## config.mk

```make
export PLATFORM = sky130hd
export DESIGN_NAME = csa_stream_xor_ctrl_flat
export DESIGN_NICKNAME = d
export VERILOG_FILES = /design/src/rtl/csa_stream_xor_ctrl_if.sv /design/src/rtl/csa_stream_xor_ctrl.sv /design/src/flat_wrapper.sv
export SDC_FILE = /design/constraint.sdc
export NUM_CORES = 1
export LEC_CHECK = 0
export ABC_AREA = 1
export BUFFER_PORTS_ARGS = -buffer_cell sky130_fd_sc_hd__buf_4
export CAP_MARGIN = 20
export CORE_AREA = 2 2 126 128
export CTS_CLUSTER_DIAMETER = 60
export DETAILED_ROUTE_END_ITERATION = 6
export DIE_AREA = 0 0 128 130
export PLACE_DENSITY = 0.81
export RECOVER_POWER = 100
export SYNTH_ARGS = -nofsm -noshare
export SYNTH_HDL_FRONTEND = slang
export SYNTH_SLANG_ARGS = --single-unit
```

## constraint.sdc

```tcl
create_clock -name clk -period 3.9 [get_ports clk]
set_input_delay 0.195 -clock clk [delete_from_list [all_inputs] [get_ports clk]]
set_output_delay 0.195 -clock clk [all_outputs]
set_load 0.005 [all_outputs]
```

## src/rtl/csa_stream_xor_ctrl_if.sv

```systemverilog
// Bundle of the payload-in, cypher and payload-out signals around the CSA stream XOR controller.
// The master side is the controller; the slave side is its environment (splitter, cypher, block layer).
interface csa_stream_xor_ctrl_if;
    logic        in_valid;
    logic        in_ready;
    logic [63:0] in_data;
    logic [3:0]  in_bytes;
    logic        in_last;

    logic        sc_init;
    logic        sc_en;
    logic [63:0] sc_sb;
    logic [63:0] sc_cb;

    logic        out_valid;
    logic        out_ready;
    logic [63:0] out_data;
    logic [3:0]  out_bytes;
    logic        out_first;
    logic        out_last;

    modport master (
        input  in_valid, in_data, in_bytes, in_last, sc_cb, out_ready,
        output in_ready, sc_init, sc_en, sc_sb,
        output out_valid, out_data, out_bytes, out_first, out_last
    );

    modport slave (
        output in_valid, in_data, in_bytes, in_last, sc_cb, out_ready,
        input  in_ready, sc_init, sc_en, sc_sb,
        input  out_valid, out_data, out_bytes, out_first, out_last
    );
endinterface

```

## src/rtl/csa_stream_xor_ctrl.sv

```systemverilog
// CSA stream-layer controller: feeds 64-bit payload blocks to the stream cypher and XORs
// full non-first blocks with the returned keystream; one block in flight at a time.
module csa_stream_xor_ctrl #(
    parameter int unsigned CNT_W = 16
) (
    input  logic                  clk,
    input  logic                  rst,
    csa_stream_xor_ctrl_if.master bus,
    output logic [CNT_W-1:0]      pkt_count
);

    localparam int unsigned BLK_BYTES = 8;
    localparam int unsigned BYTES_W   = 4;

    typedef enum logic [1:0] {
        ST_IDLE = 2'd0,
        ST_KS   = 2'd1,
        ST_XOR  = 2'd2,
        ST_OUT  = 2'd3
    } state_t;

    state_t state;
    state_t state_nxt;

    logic [BYTES_W-1:0] blk_bytes;
    logic               blk_last;
    logic               blk_first;
    logic               first_flag;

    logic               accept_c;
    logic               full_in_c;
    logic [BYTES_W-1:0] eff_bytes_c;

    logic               in_ready_nxt;
    logic               sc_en_nxt;
    logic               sc_init_nxt;
    logic [63:0]        out_data_nxt;

    // Out-of-range byte counts (0 or above 8) are handled as a full block.
    always_comb begin
        eff_bytes_c = bus.in_bytes;
        if (bus.in_bytes == '0 || bus.in_bytes > BYTES_W'(BLK_BYTES)) begin
            eff_bytes_c = BYTES_W'(BLK_BYTES);
        end
    end

    assign full_in_c = (eff_bytes_c == BYTES_W'(BLK_BYTES));
    assign accept_c  = bus.in_valid & bus.in_ready;

    // State register
    always_ff @(posedge clk or negedge rst) begin
        if (!rst) begin
            state <= ST_IDLE;
        end else begin
            state <= state_nxt;
        end
    end

    // Next-state logic
    always_comb begin
        state_nxt = state;
        unique case (state)
            ST_IDLE: if (accept_c)      state_nxt = ST_KS;
            ST_KS:                      state_nxt = ST_XOR;
            ST_XOR:                     state_nxt = ST_OUT;
            ST_OUT:  if (bus.out_ready) state_nxt = ST_IDLE;
            default:                    state_nxt = ST_IDLE;
        endcase
    end

    // Output logic: next values of the registered control outputs and the output block
    always_comb begin
        in_ready_nxt = (state_nxt == ST_IDLE);
        sc_en_nxt    = 1'b0;
        sc_init_nxt  = 1'b0;
        if (state == ST_IDLE && accept_c) begin
            // Partial blocks leave the cypher state untouched.
            sc_en_nxt   = full_in_c;
            sc_init_nxt = full_in_c & first_flag;
        end

        // The first block only seeds the cypher, so its keystream is never applied.
        out_data_nxt = bus.sc_sb;
        if (blk_bytes == BYTES_W'(BLK_BYTES) && !blk_first) begin
            out_data_nxt = bus.sc_sb ^ bus.sc_cb;
        end
        for (int unsigned i = 0; i < BLK_BYTES; i++) begin
            if (BYTES_W'(i) >= blk_bytes) begin
                out_data_nxt[i*8 +: 8] = 8'h00;
            end
        end
    end

    // Datapath and output registers
    always_ff @(posedge clk or negedge rst) begin
        if (!rst) begin
            bus.in_ready  <= 1'b1;
            bus.sc_init   <= 1'b0;
            bus.sc_en     <= 1'b0;
            bus.sc_sb     <= '0;
            blk_bytes     <= '0;
            blk_last      <= 1'b0;
            blk_first     <= 1'b0;
            first_flag    <= 1'b1;
            bus.out_valid <= 1'b0;
            bus.out_data  <= '0;
            bus.out_bytes <= '0;
            bus.out_first <= 1'b0;
            bus.out_last  <= 1'b0;
            pkt_count     <= '0;
        end else begin
            bus.in_ready <= in_ready_nxt;
            bus.sc_en    <= sc_en_nxt;
            bus.sc_init  <= sc_init_nxt;

            if (state == ST_IDLE && accept_c) begin
                bus.sc_sb <= bus.in_data;
                blk_bytes <= eff_bytes_c;
                blk_last  <= bus.in_last | ~full_in_c;
                blk_first <= first_flag;
            end

            if (state == ST_XOR) begin
                bus.out_valid <= 1'b1;
                bus.out_data  <= out_data_nxt;
                bus.out_bytes <= blk_bytes;
                bus.out_first <= blk_first;
                bus.out_last  <= blk_last;
            end

            if (state == ST_OUT && bus.out_ready) begin
                bus.out_valid <= 1'b0;
                if (blk_last) begin
                    first_flag <= 1'b1;
                    pkt_count  <= pkt_count + CNT_W'(1);
                end else begin
                    first_flag <= 1'b0;
                end
            end
        end
    end

endmodule
```

## src/flat_wrapper.sv

```systemverilog
// flat-port wrapper written by rule: the top's interface ports become plain ports
module csa_stream_xor_ctrl_flat 
#(
    parameter int unsigned CNT_W = 16
)
  (clk, rst, pkt_count, bus_in_valid, bus_in_data, bus_in_bytes, bus_in_last, bus_sc_cb, bus_out_ready, bus_in_ready, bus_sc_init, bus_sc_en, bus_sc_sb, bus_out_valid, bus_out_data, bus_out_bytes, bus_out_first, bus_out_last);
  csa_stream_xor_ctrl_if bus_i ();
  input  logic clk;
  input  logic rst;
  output logic [CNT_W-1:0] pkt_count;
  input wire logic [$bits(bus_i.in_valid)-1:0] bus_in_valid;
  input wire logic [$bits(bus_i.in_data)-1:0] bus_in_data;
  input wire logic [$bits(bus_i.in_bytes)-1:0] bus_in_bytes;
  input wire logic [$bits(bus_i.in_last)-1:0] bus_in_last;
  input wire logic [$bits(bus_i.sc_cb)-1:0] bus_sc_cb;
  input wire logic [$bits(bus_i.out_ready)-1:0] bus_out_ready;
  output wire logic [$bits(bus_i.in_ready)-1:0] bus_in_ready;
  output wire logic [$bits(bus_i.sc_init)-1:0] bus_sc_init;
  output wire logic [$bits(bus_i.sc_en)-1:0] bus_sc_en;
  output wire logic [$bits(bus_i.sc_sb)-1:0] bus_sc_sb;
  output wire logic [$bits(bus_i.out_valid)-1:0] bus_out_valid;
  output wire logic [$bits(bus_i.out_data)-1:0] bus_out_data;
  output wire logic [$bits(bus_i.out_bytes)-1:0] bus_out_bytes;
  output wire logic [$bits(bus_i.out_first)-1:0] bus_out_first;
  output wire logic [$bits(bus_i.out_last)-1:0] bus_out_last;
  assign bus_i.in_valid = bus_in_valid;
  assign bus_i.in_data = bus_in_data;
  assign bus_i.in_bytes = bus_in_bytes;
  assign bus_i.in_last = bus_in_last;
  assign bus_i.sc_cb = bus_sc_cb;
  assign bus_i.out_ready = bus_out_ready;
  assign bus_in_ready = bus_i.in_ready;
  assign bus_sc_init = bus_i.sc_init;
  assign bus_sc_en = bus_i.sc_en;
  assign bus_sc_sb = bus_i.sc_sb;
  assign bus_out_valid = bus_i.out_valid;
  assign bus_out_data = bus_i.out_data;
  assign bus_out_bytes = bus_i.out_bytes;
  assign bus_out_first = bus_i.out_first;
  assign bus_out_last = bus_i.out_last;
  csa_stream_xor_ctrl #(.CNT_W(CNT_W)) u_core (.clk(clk), .rst(rst), .bus(bus_i), .pkt_count(pkt_count));
endmodule
```

# After elaboration in Yosys (flattened, before gate mapping)
# Cells that the tools add are included.
# W data, S select, Z words.
[word_totals]
register_bits = 163
inputBits = 137
output_inout_bits = 154
word_cells = 63
[op_classes]
add_sub_neg = 1
order_cmp = 9
eq_ne = 5
muxes = 18
bitwise_logic = 5
reduce_logical = 10
[ops]
columns = ["op", "n"]
rows = [
  ["$mux W64", 1],
  ["$mux W8", 8],
  ["$xor A64 B64 Y64", 1],
  ["$add A16 B1 Y16 const B", 1],
  ["$ge A3 B4 Y1 const A", 4],
  ["$eq A4 B4 Y1 const B", 2],
  ["$ge A1 B4 Y1 const A", 2],
  ["$ge A2 B4 Y1 const A", 2],
  ["$pmux W2 S4", 1],
  ["$mux W1", 5],
  ["$eq A2 B2 Y1 const B", 2],
  ["$gt A4 B4 Y1 const B", 1],
  ["$logic_not A2 Y1", 2],
  ["$logic_not A4 Y1", 1],
  ["$mux W2", 2],
  ["$mux W4", 1],
  ["$logic_and A1 B1 Y1", 3],
  ["$and A1 B1 Y1", 2],
  ["$eq A2 B1 Y1 const B", 1],
  ["$reduce_and A2 Y1", 1],
  ["$reduce_bool A2 Y1", 1],
  ["$logic_not A1 Y1", 1],
  ["$logic_or A1 B1 Y1", 1],
  ["$not A1 Y1", 1],
  ["$or A1 B1 Y1", 1],
]

# Depth between registers and ports, before layout
# Gate-level depths: netlist (run 1).
[logic_depth]
word_depth = 6
depth_mapped = 9
mapped_depth_nobuf = 8

# Worst setup path after synthesis (run 1)
# Ideal clock, no wire load.
[synth_path]
kind = "reg-to-reg"
from = "register u_core.blk_bytes[1]"
to = "register u_core.bus.out_data[21]"
setup_time_ns = 0.119
t_arrival_ns = 1.363
t_required_ns = 3.781
setup_slack_ns = 2.419
path_stages_with_launch = 7
n_path_buf = 2
period_less_slack_ns = 1.481
path_cell_list = "dfrtp_1 nor2_1 clkbuf_1 clkbuf_1 nand4_1 nand3_1 nand2_1"
[synth_between]
elab_chain_len = 4
elab_cells_between_ends = 5
cone_classes = "order compare (1); eq/ne (1); mux (2); reduce/logical (1)"
[synth_lines]
columns = ["item", "line_no", "source"]
rows = [
  ["start, declared", "csa_stream_xor_ctrl.sv:25", "logic [BYTES_W-1:0] blk_bytes;"],
  ["start signal, assigned", "csa_stream_xor_ctrl.sv:118", "blk_bytes <= eff_bytes_c;"],
  ["$eq A4 B4 Y1", "csa_stream_xor_ctrl.sv:84", "if (blk_bytes == BYTES_W'(BLK_BYTES) && !blk_first) begin"],
  ["$logic_and A1 B1 Y1", "csa_stream_xor_ctrl.sv:84", ""],
  ["$mux W64", "csa_stream_xor_ctrl.sv:84", ""],
  ["$mux W8 *", "csa_stream_xor_ctrl.sv:88", "if (BYTES_W'(i) >= blk_bytes) begin"],
  ["end signal, assigned", "csa_stream_xor_ctrl.sv:125", "bus.out_data <= out_data_nxt;"],
  ["end, declared", "csa_stream_xor_ctrl_if.sv:25", "output out_valid, out_data, out_bytes, out_first, out_last"],
]
# Mark *: on every way between the ends. The rest lies on a longest branch, timed or not.
# A chain may end at the register's enable or synchronous reset.

# Worst setup path after layout (run 1)
[layout_path]
from = "register u_core.state[1]"
to = "register u_core.blk_last"
[layout_between]
elab_chain_len = 2
[layout_lines]
columns = ["item", "line_no", "source"]
rows = [
  ["start, declared", "csa_stream_xor_ctrl.sv:22", "state_t state;"],
  ["start signal, assigned", "csa_stream_xor_ctrl.sv:55", "state <= state_nxt;"],
  ["$logic_not A2 Y1", "csa_stream_xor_ctrl.sv:116", "if (state == ST_IDLE && accept_c) begin"],
  ["$logic_and A1 B1 Y1", "csa_stream_xor_ctrl.sv:116", ""],
  ["end signal, assigned", "csa_stream_xor_ctrl.sv:119", "blk_last <= bus.in_last | ~full_in_c;"],
  ["end, declared", "csa_stream_xor_ctrl.sv:26", "logic blk_last;"],
]
# No other way between the ends.

==> run_results.csv, run 1 <==
group,metric,value,unit
clock_tree,cts-root-buf,"clkbuf_16",
die,fp.dieArea,16640,um^2
layout,regArea,4081,um^2
clock_tree,cts_resized,0,
timing,tightest_slew,2.068,ns
routing,drt_iter0_drc,469,
routing,via_per_inst,5.072,
critical_path,cp.required,4.14,ns
logic_synthesis,synth.avg_cell_area,8.106,um^2
routing,met2_length,11.52,mm
clock_tree,cts_tree,"yes",
die,io_pins,291,
timing,hold_viol,0,
routing,wl_met3,1.413,mm
global_routing,grt_pass1_wl,36.25,mm
logic_synthesis,synthCells,928,
place,hpwl,15.12,mm
global_routing,track_usage,27.85,%
routing,wirelength,23.12,mm
die,die_x,128,um
clock_tree,htreeDepth,4,
global_routing,grt_pass1_vias,7311,
clock_tree,ctsLongestPathBuffers,2,
timing,setup_viol,0,
power_and_ir_drop,power_leakage,5.701,nW
logic_synthesis,yosys-top-cells-count,"nand2_1 (469), dfrtp_1 (161), xnor2_1 (52), o21ai_1 (50), inv_1 (37)",
critical_path,crit_type,"reg -> reg",
timing,slew_viol_final,154,
critical_path,cp.arrival,3.12,ns
critical_path,worstSetupEndpointType,"flop",
timing,period_minus_slack,2.876,ns
critical_path,slowest_stage,"clkbuf_1",
run_status,violations,"max-capacitance violations, max-slew violations",
critical_path,critPathMaxStageDelay,0.97,ns
logic_synthesis,synth_top_area_share,53.56,%
flow_run,cap_violations,2,
global_routing,gr-total-overflow,0,
worst_hold_path,min_path_type,"in -> reg",
power_and_ir_drop,finalPower,0.007549,W
clock_tree,postCtsSetupBuffers,0,
run_status,status,"finished, violations left",
logic_synthesis,yosysWarningCount,0,
routing,detail-route-antenna-nets,0,
logic_synthesis,syn_area,7522,um^2
layout,area.growth.synth_to_final,44.48,%
place,gp_congestion,0.8159,
critical_path,path_cells,"nor2_1 -> nand3_2 -> inv_1 -> clkbuf_1 -> o21ai_0 -> nor2_1 -> a21oi_1",
global_routing,grt_max_degree,111,
timing,finalSetupTns,0,ns
timing,slew_headroom,-37.85,%
logic_synthesis,synth-edff-count,0,
critical_path,start_kind,"flop",
power_and_ir_drop,vdd_ir_drop_max,0.0003367,V
layout,finalNetCount,1410,
critical_path,critPathBufInv,2,
timing,rsz0062_at_grt,"false",
logic_synthesis,synth_cell_types,24,
layout,final_cell_area,10870,um^2
critical_path,critical_path.top_delay_family,"buffers and inverters",
clock_tree,cts.sinks,163,
timing,fmax,0.3478,GHz
clock_tree,clkTransAtPathRegs,0.06,ns
layout,stdcell_count,1478,
logic_synthesis,ys_ff_latch,163,
routing,wl_per_cell,15.64,um
layout,multi_input_area,3142,um^2
die,die_h,130,um
timing,final.period_utilization,73.73,%
routing,top_layer,"met4",
logic_synthesis,synth_top_cell_by_area,"dfrtp_1",
logic_synthesis,synth-seq-area-share,54.26,%
die,initial_core_util,48.77,%
routing,firstDrtPassIters,6,
place,placed_area,9866,um^2
clock_tree,cts_made_buffers,17,
die,num_rows,46,
place,dp.cells,1381,
logic_synthesis,synth_most_common_cell,"nand2_1",
place,portBuffers,290,
logic_synthesis,syn-num-nets,1066,
clock_tree,clock_latency,0.42,ns
layout,fillers,1260,
clock_tree,ctsHoldBuffers,63,
layout,drive_gt1_share,21.88,%
routing,post-route-drc-count,0,
logic_synthesis,async_flop_share,100.0,%
power_and_ir_drop,power_density,694.6,nW/um^2
logic_synthesis,synth-main-ff-cell,"dfrtp_1",
routing,vias,7496,
global_routing,antenna_found_initial,0,
critical_path,worst-path-max-fanout,28,
routing,wl_met1,9.266,mm
logic_synthesis,ys_top_cells_by_area,"dfrtp_1 (54%), nand2_1 (23%), xnor2_1 (6.1%), o21ai_1 (3.3%), inv_1 (1.8%)",
die,core,15420,um^2
timing,fin_skew,0.006924,ns
critical_path,cp_common_cell,"nor2_1",
==> report_power, final <==
part / total, W / internal [W] / switching, W
Combinational: 0.00304 / 0.00136 / 0.00168
Sequential: 0.00291 / 0.00232 / 0.000592
Clock: 0.00160 / 0.000938 / 0.000658
==> per-stage QoR <==
stage	setup WS (ns)	hold WS [ns]	utilization, %
floorplan	2.419	-0.1006	-
finish	1.024	0.02948	70.46
global route	0.7079	0.03449	70.43
global placement	1.687	0.2849	63.96
CTS	1.657	0.01594	71.71
detailed placement	1.678	0.2878	63.96
==> cell families after synthesis <==
family / count (synthesis) / share of synthesized area [%]
adder cells (fa/ha/maj): 1 / 0.1663
AO/OA/AOI/OAI: 83 / 6.071
buffers and inverters: 78 / 4.108
flip-flops: 163 / 54.26
AND/OR/NAND/NOR: 547 / 28.88
XOR/XNOR: 56 / 6.520
==> routing by layer <==
layer	track usage [%]	up-vias
li1	-	3593
met1	34.10	3535
met2	47.28	301
met3	6.191	67
met4	13.19	0
met5	0	-
==> cells in the final DEF, fill, tap and decap left out, drive strengths merged <==
cell type / n
nand3b: 2
o21bai: 16
buf: 143
dlygate4sd3: 63
nand2: 469
diode: 2
clkinv: 4
bufinv: 1
clkinvlp: 4
nand3: 27
a31oi: 1
nor3: 5
nand4: 20
dfrtp: 161
inv: 41
dfstp: 2
nor2: 24
clkbuf: 178
xnor2: 52
o21ai: 63
a21oi: 3
ha: 1
xor2: 4
==> layout make-up <==
type / count / share of cell area, %
flip-flops and latches: 163 / 37.55
multi-input cells: 687 / 28.91
repair buffers: 362 / 24.67
clock buffers: 22 / 4.455
well taps: 192 / 2.210
inverters: 41 / 1.416
clock inverters: 9 / 0.7368
diodes: 2 / 0.04605
==> path summary, 6_finish.rpt <==
path / start / end / slack (ns) / cells past startpoint
setup / recovery: u_core.state[1] / u_core.blk_last / 1.02 / 7
hold / removal: bus_in_last / u_core.blk_last / 0.03 / 3
setup reg to reg: u_core.state[1] / u_core.blk_last / 1.02 / 7
hold reg to reg: u_core.bus.out_data[41] / u_core.bus.out_data[41] / 0.48 / 2
max in group asynchronous: rst / u_core.bus.out_data[0] / 1.42 / 3
min in group asynchronous: rst / u_core.bus.sc_sb[26] / 0.89 / 2
==> tightest hold or removal path, stage by stage <==
cell     delay, ns
buf_4         0.08
nor2_1        0.04
a21oi_1       0.10
==> registers in the layout, indices dropped and copies added (netlist names), 2 cells and up <==
name / cells
u_core.bus.out_data: 64
u_core.bus.sc_sb: 64
u_core.pkt_count: 16
u_core.blk_bytes: 4
u_core.bus.out_bytes: 4
u_core.state: 2
Power figures use the tool's default switching activity.
==> run 2, diff against run 1 <==
Settings changed: CORE_AREA 2 2 126 128 to 2 2 134 136, DIE_AREA 0 0 128 130 to 0 0 136 138, PLACE_DENSITY 0.81 to 0.75.
Clock period 3.9 ns to 2.6 ns, I/O delays scaled along.
==> run_results.csv, run 2 (synthesis gave the netlist of run 1 again) <==
group,metric,value,unit
die,fp.dieArea,18770,um^2
timing,hold_viol,0,
clock_tree,cts_made_buffers,17,
critical_path,worst-path-max-fanout,69,
clock_tree,cts-root-buf,"clkbuf_16",
global_routing,grt_max_degree,76,
critical_path,r2r_start,"u_core.state[1]",
critical_path,cp.arrival,2.55,ns
layout,finalNetCount,1420,
global_routing,grt_pass1_vias,7440,
timing,slew_headroom,-8.946,%
critical_path,critical_path.top_delay_family,"buffers and inverters",
timing,finalSetupTns,0,ns
layout,mostFrequentLayoutCell,"nand2_1",
routing,vias,7437,
global_routing,gr-total-overflow,0,
worst_hold_path,min_path_type,"in -> reg",
timing,period_minus_slack,2.253,ns
routing,drt_iter0_drc,356,
clock_tree,htreeDepth,4,
layout,n_antenna_cell,0,
clock_tree,cts_tree,"yes",
routing,wl_per_cell,15.12,um
timing,setup_viol,0,
die,num_rows,49,
die,die_h,138,um
layout,final_util,63.19,%
flow_run,cap_violations,1,
timing,fin_skew,0.009927,ns
global_routing,antenna_found_initial,0,
die,initial_core_util,42.90,%
place,portBuffers,290,
place,gp_congestion,0.7971,
critical_path,start_kind,"flop",
global_routing,track_usage,24.94,%
timing,rsz0062_at_grt,"false",
layout,area.growth.synth_to_final,47.29,%
clock_tree,cts_resized,0,
critical_path,worstSetupEndpointType,"flop",
die,die_x,136,um
die,io_pins,291,
timing,slew_viol_final,70,
layout,largestRegisters,"u_core.bus.out_data: 64 flops, u_core.bus.sc_sb: 64 flops, u_core.pkt_count: 16 flops",
routing,post-route-drc-count,0,
layout,final_cell_mix,"nand2_1 (467), dfrtp_1 (161), buf_4 (142)",
layout,drive_gt1_share,22.86,%
power_and_ir_drop,power_leakage,5.792,nW
clock_tree,clock_latency,0.42,ns
critical_path,critPathBufInv,1,
layout,final_cell_area,11080,um^2
routing,detail-route-antenna-nets,0,
global_routing,grt_pass1_wl,37.26,mm
critical_path,cp.required,2.90,ns
routing,wirelength,23.05,mm
die,core,17530,um^2
run_status,violations,"max-capacitance violations, max-slew violations",
timing,tightest_slew,1.634,ns
routing,firstDrtPassIters,4,
place,placed_area,9992,um^2
routing,via_per_inst,4.880,
power_and_ir_drop,vdd_ir_drop_max,0.0005498,V
clock_tree,postCtsSetupBuffers,0,
power_and_ir_drop,power_density,1036,nW/um^2
critical_path,crit_type,"reg -> reg",
clock_tree,cts.sinks,163,
clock_tree,clkTransAtPathRegs,0.06,ns
clock_tree,ctsHoldBuffers,70,
run_status,status,"finished, violations left",
clock_tree,ctsLongestPathBuffers,2,
worst_hold_path,min-delay-start,"bus_in_bytes[1]",
timing,fmax,0.4439,GHz
critical_path,path_cells,"nor2_1 -> nand3_4 -> clkbuf_2 -> o21ai_0",
place,hpwl,15.50,mm
critical_path,crit_path_start,"u_core.state[1]",
critical_path,slowest_stage,"clkbuf_2",
critical_path,critPathMaxStageDelay,0.89,ns
timing,final.period_utilization,86.64,%
-- run 2: cell count changes in the layout (fill, tap and decap cells not counted), moves of 2 or more --
cell           previous run  this run
o21ai_0                  16        45
o21ai_1                  47        18
clkbuf_1                 55        46
clkbuf_4                 99       108
dlygate4sd3_1            63        70
clkinv_4                  0         5
clkinv_2                  4         1
clkinvlp_4                4         1
clkbuf_8                  4         2
diode_2                   2         0
inv_8                     0         2
-- run 2: metrics by stage --
stage	instances	setup slack (ns)	total power [W]	hold slack, ns
after floorplan	928	1.119	0.006765	-0.1656
after global placement	1422	0.6486	0.009078	0.1291
after detailed placement	1422	0.5467	0.009231	0.1324
after CTS	1524	0.4769	0.01190	0.001443
after global routing	1524	0.1483	0.01237	0.007284
final	1524	0.3473	0.01148	0.01194
-- run 2: final cells by class --
type,instances,area [um^2]
Multi-Input combinational cell,687,3152
Clock inverter,12,147.6
Tap cell,229,286.5
Fill cell,1530,6455
Sequential cell,163,4081
Inverter,41,153.9
Timing Repair Buffer,372,2801
Clock buffer,20,456.7
-- run 2: tightest hold or removal path, cell delays in order --
cell and delay (ns):
buf_4 0.11, nand2_1 0.06, o21ai_0 0.08
-- run 2: per-layer routing --
layer  track usage, %  wire length [um]  up-vias
met5                0                 0        -
met4            9.759               577        0
met3            5.024              1477       41
met2            42.08             11490      258
met1            31.35              9502     3518
li1                 -                 -     3620
-- run 2: worst paths after layout --
check,to,slack (ns),depth (start not counted)
max in group asynchronous,u_core.state[0],0.68,3
min in group asynchronous,u_core.bus.out_data[28],0.57,2
hold reg to reg,u_core.bus.out_data[27],0.48,2
setup / recovery,u_core.blk_bytes[1],0.35,4
hold / removal,u_core.blk_bytes[1],0.01,3
setup reg to reg,u_core.blk_bytes[1],0.35,4
-- run 2: power breakdown --
part	switching (W)	leakage (nW)	internal, W
combinational	0.00250	3.40	0.00207
clock	0.00107	0.295	0.00149
sequential	0.000871	2.10	0.00348
total	0.00444	5.79	0.00704
